===== src/rtl/bdb_debounce_counter.sv =====
// Purpose: debounces an asynchronous button and counts accepted presses. Each press posts a result record with a valid/ready handshake.
// Latency: debounced changes DEBOUNCE_CYCLES+1 edges after the first edge that samples a clean new level. The count and record update on that same edge.
// Backpressure: a press that arrives while a record is still pending overwrites that record and flags overrun; presses are never stalled.
`timescale 1ns/1ps
module bdb_debounce_counter #(
    parameter int DEBOUNCE_CYCLES = 16,
    parameter int COUNT_WIDTH     = 8
) (
    input  logic                   clk,
    input  logic                   reset_n,
    input  logic                   button_raw,
    output logic                   debounced,
    output logic [COUNT_WIDTH-1:0] count,
    output logic                   result_valid,
    input  logic                   result_ready,
    output logic [COUNT_WIDTH-1:0] result_count,
    output logic                   result_overrun
);

    typedef enum logic [1:0] {
        STABLE_LOW  = 2'd0,
        WAIT_HIGH   = 2'd1,
        STABLE_HIGH = 2'd2,
        WAIT_LOW    = 2'd3
    } state_t;

    localparam logic [15:0]            STAB_LIMIT = 16'(DEBOUNCE_CYCLES);
    localparam logic [COUNT_WIDTH-1:0] COUNT_ONE  = COUNT_WIDTH'(1);

    logic                   sync_meta;
    logic                   sync;
    state_t                 state;
    state_t                 state_next;
    logic [15:0]            stab;
    logic [15:0]            stab_next;
    logic [15:0]            stab_inc;
    logic                   press;
    logic [COUNT_WIDTH-1:0] count_inc;

    assign stab_inc  = stab + 16'd1;
    assign count_inc = count + COUNT_ONE;
    assign debounced = (state == STABLE_HIGH) || (state == WAIT_LOW);

    // Two-flop synchronizer. Only sync is allowed to reach the FSM.
    always_ff @(posedge clk or negedge reset_n) begin
        if (!reset_n) begin
            sync_meta <= 1'b0;
            sync      <= 1'b0;
        end else begin
            sync_meta <= button_raw;
            sync      <= sync_meta;
        end
    end

    // Debounce FSM state and stability counter registers.
    always_ff @(posedge clk or negedge reset_n) begin
        if (!reset_n) begin
            state <= STABLE_LOW;
            stab  <= 16'd0;
        end else begin
            state <= state_next;
            stab  <= stab_next;
        end
    end

    // Next-state logic. A single sample at the old level during a WAIT state rejects the bounce.
    always_comb begin
        state_next = state;
        stab_next  = stab;
        press      = 1'b0;
        case (state)
            STABLE_LOW: begin
                if (sync) begin
                    state_next = WAIT_HIGH;
                    stab_next  = 16'd1;
                end
            end
            WAIT_HIGH: begin
                if (!sync) begin
                    state_next = STABLE_LOW;
                    stab_next  = 16'd0;
                end else if (stab_inc == STAB_LIMIT) begin
                    state_next = STABLE_HIGH;
                    stab_next  = 16'd0;
                    press      = 1'b1;
                end else begin
                    stab_next  = stab_inc;
                end
            end
            STABLE_HIGH: begin
                if (!sync) begin
                    state_next = WAIT_LOW;
                    stab_next  = 16'd1;
                end
            end
            WAIT_LOW: begin
                if (sync) begin
                    state_next = STABLE_HIGH;
                    stab_next  = 16'd0;
                end else if (stab_inc == STAB_LIMIT) begin
                    state_next = STABLE_LOW;
                    stab_next  = 16'd0;
                end else begin
                    stab_next  = stab_inc;
                end
            end
            default: begin
                state_next = STABLE_LOW;
                stab_next  = 16'd0;
            end
        endcase
    end

    // Press counter. It wraps naturally at all-ones.
    always_ff @(posedge clk or negedge reset_n) begin
        if (!reset_n) begin
            count <= '0;
        end else if (press) begin
            count <= count_inc;
        end
    end

    // Result record. A press always wins. Overrun is set only if the record it replaces was never accepted.
    always_ff @(posedge clk or negedge reset_n) begin
        if (!reset_n) begin
            result_valid   <= 1'b0;
            result_count   <= '0;
            result_overrun <= 1'b0;
        end else if (press) begin
            result_valid   <= 1'b1;
            result_count   <= count_inc;
            result_overrun <= result_valid && !result_ready;
        end else if (result_valid && result_ready) begin
            result_valid   <= 1'b0;
        end
    end

endmodule


===== config.mk =====
export PLATFORM = sky130hd
export DESIGN_NAME = bdb_debounce_counter
export DESIGN_NICKNAME = d
export VERILOG_FILES = /design/src/rtl/bdb_debounce_counter.sv
export SDC_FILE = /design/constraint.sdc
export NUM_CORES = 1
export LEC_CHECK = 0
export CORE_MARGIN = 2
export CORE_UTILIZATION = 51
export CTS_BUF_LIST = sky130_fd_sc_hd__clkbuf_16
export CTS_CLUSTER_DIAMETER = 40
export DETAILED_ROUTE_END_ITERATION = 8
export PLACE_DENSITY = 0.75
export SETUP_SLACK_MARGIN = 0.4
export SLEW_MARGIN = 20
export SYNTH_ARGS = -nofsm -noshare
export SYNTH_HDL_FRONTEND = slang
export SYNTH_SLANG_ARGS = --single-unit

===== constraint.sdc =====
create_clock -name clk -period 6.2 [get_ports clk]
set_input_delay 1.24 -clock clk [delete_from_list [all_inputs] [get_ports clk]]
set_output_delay 1.24 -clock clk [all_outputs]
set_load 0.005 [all_outputs]

==> run metrics <==
Die X 62.3 um; Top FF cell, synth dfrtp_1; post-layout util 62.2%; Top delay family on crit path simple AND/OR/NAND/NOR gates; Worst Hold Slack 0.359 ns; share of layout cells above drive strength 1 10.6%; status finished clean; met3 wire length 229 um; Non-Filler Instances 244; DRC Markers 0; Iteration-0 DRC Markers 85; CTS tree yes; Setup crit start kind register; Async SR Flop Fraction 100%; type of the most critical hold path register to register; ANT cells 0; TritonCTS Buffers 5; Rows 21; synth-to-layout area growth 18.8%; Worst Path Class, Setup register to register; Syn Nets 187; final hold viol count 0; Seq/Total Area, Yosys 43.3%; number of synthesis warnings 0; Max Cap Viol 0; max incr delay on CP 0.65 ns; GRT Resource Usage Total 20.1%; Port Buffers 22; vias in the first global route 1373; WL met2 1750 um; Crit-path slowest cell or4b_4; H-tree depth 2; vias per cell 5.86; DP Worst Slack 3.33 ns; Syn Area/Cell 9.58 sq um; Post-synth EDFFs 0; Buf+Inv Stages, Crit Path 0; DRT Wirelength 3630 um; min cycle time layout 2.91 ns; CP Capture Type register; DR WL/cell 14.9 um; clock root buffer clkbuf_16; CTS resizes 0; Clock Sinks 30; met1 wire length 1610 um; antenna violations before repair 0; critical-path maximum fanout 11; Mapped Cells 181; clk_skew 0.00559 ns; final period utilization 46.9%; required time worst endpoint 6.40 ns; CTS max path bufs 2; Core ar. 0.00331 sq mm; Final TNS setup 0 ns; die area 0.00388 sq mm; Final GP Congestion 0.930; register area 751 sq um; routed vias 1429; f_max 0.344 GHz; RSZ-0062 raised after global routing no; filler instances 284; Post-CTS Setup Repair Bufs 0; area occupied by multi-input gates 867 sq um; final setup fails 0; largest net degree at the start of global routing 31; Highest Signal Layer met4; Cell Pwr Density 216 mW/mm^2; Die Y 62.3 um; cts-stage hold buffer count 0; Overflow after GRT 0; placed cells 236; max-slew violation count 0; initial core utilization 52.4%; Antenna Nets Post-Route 0; Leak 0.866 nW; Arr. time, crit path 3.10 ns; Slew HR 37.3%; final setup margin 3.29 ns; final net count 203; DP HPWL 2490 um; crit path cell chain ha_1, nand3_2, nor3_1, or3_1, a2111o_1, or4b_4, nor4_2, xor2_1; Syn Std Cell Area 0.00173 sq mm; Netlist cell types 44; clk slew on worst S/H paths 0.05 ns; Worst-Skew Late Latency 0.27 ns; Ports 23; worst slew pin tran 0.937 ns; first-pass GRT wire length 6220 um; post-synthesis register bit count 30; VDD IR max 0.140 mV; Pre-Repair DR Iteration Count 4
path summary, 6_finish.rpt:
check / start / slack, ns / cells after the start / to
max in group asynchronous: reset_n / 4.58 / 2 / stab[5]
worst max register to register: stab[0] / 3.29 / 8 / result_count[7]
worst min-delay path: sync_meta / 0.36 / 0 / sync
worst min register to register: sync_meta / 0.36 / 0 / sync
worst max-delay path: stab[0] / 3.29 / 8 / result_count[7]
min in group asynchronous: reset_n / 1.35 / 2 / result_count[6]
cell usage in the layout (no fill, tap or decap), types with 2 or more instances in the layout:
master           instances
a22o_1                   2
mux2_2                   2
dfrtp_1                 30
a21oi_1                  3
nand2_1                 18
and2_1                   4
o31ai_1                  3
o21ai_0                 22
a221o_1                  2
xor2_1                   5
nor2_1                  12
nor3_1                   2
inv_1                    6
clkbuf_16                5
and3_1                   3
nand4_1                  6
ha_1                     2
xnor2_1                  5
clkdlybuf4s50_1         22
nand3_1                  9
nor3_2                   5
or3_1                    4
nor3b_1                  3
power breakdown:
group | switching, mW | internal (mW) | total [mW]
Clock | 0.0781 | 0.144 | 0.222
Combinational | 0.0123 | 0.00630 | 0.0186
Sequential | 0.00494 | 0.199 | 0.204
Total | 0.0954 | 0.350 | 0.445
stage by stage:
step                      area (sq um)  total power [mW]
final                             2060             0.445
after global routing              2060             0.461
after CTS                         2060             0.451
after detailed placement          1920             0.226
after global placement            1920             0.224
after floorplan                   1730             0.216
cell usage after synthesis, types with 2 or more instances:
library cell,count,area (sq um)
inv_1,5,18.8
nand2_1,18,67.6
buf_6,2,22.5
and2_1,4,25.0
xnor2_1,5,43.8
nor2_1,12,45.0
buf_4,8,60.1
o31ai_1,3,22.5
nand3_1,9,45.0
xor2_1,5,43.8
mux2_2,2,22.5
dfrtp_1,30,751
a221o_1,2,20.0
nor3_1,2,10.0
nand4_1,6,37.5
ha_1,2,25.0
or3_1,4,25.0
and3_1,3,18.8
a21oi_1,3,15.0
a22o_1,2,17.5
clkbuf_1,4,15.0
nor3b_1,3,22.5
o21ai_0,22,110
nor3_2,5,50.1
per-layer routing:
metal	track usage, %	vias up
met5	0	-
met4	10.0	0
met3	4.71	7
met2	31.4	54
met1	26.3	687
li1	-	681
logic make-up after synthesis:
logic type	Yosys count	synth area share (%)
AND/OR/NAND/NOR	78	27.5
AO/OA/AOI/OAI	39	14.1
flip-flops	30	43.3
buffers and inverters	19	6.71
XOR/XNOR	10	5.05
multiplexers	3	1.95
adder cells (fa/ha/maj)	2	1.44
cell type report:
class | count | share of cell area, %
clock buffer | 5 | 6.08
clock inverter | 3 | 0.608
inverter | 5 | 0.911
multi-input combinational | 132 | 42.1
sequential | 30 | 36.5
tap | 46 | 2.79
timing repair buffer | 23 | 11.1
sequential cells by signal (all words and copies together), names as in the netlist, named ones only:
register,cells
stab,16
result_count,8
result_overrun,1
result_valid,1
state,1
sync,1
sync_meta,1
Note: power is estimated with default switching activity, not from simulation.
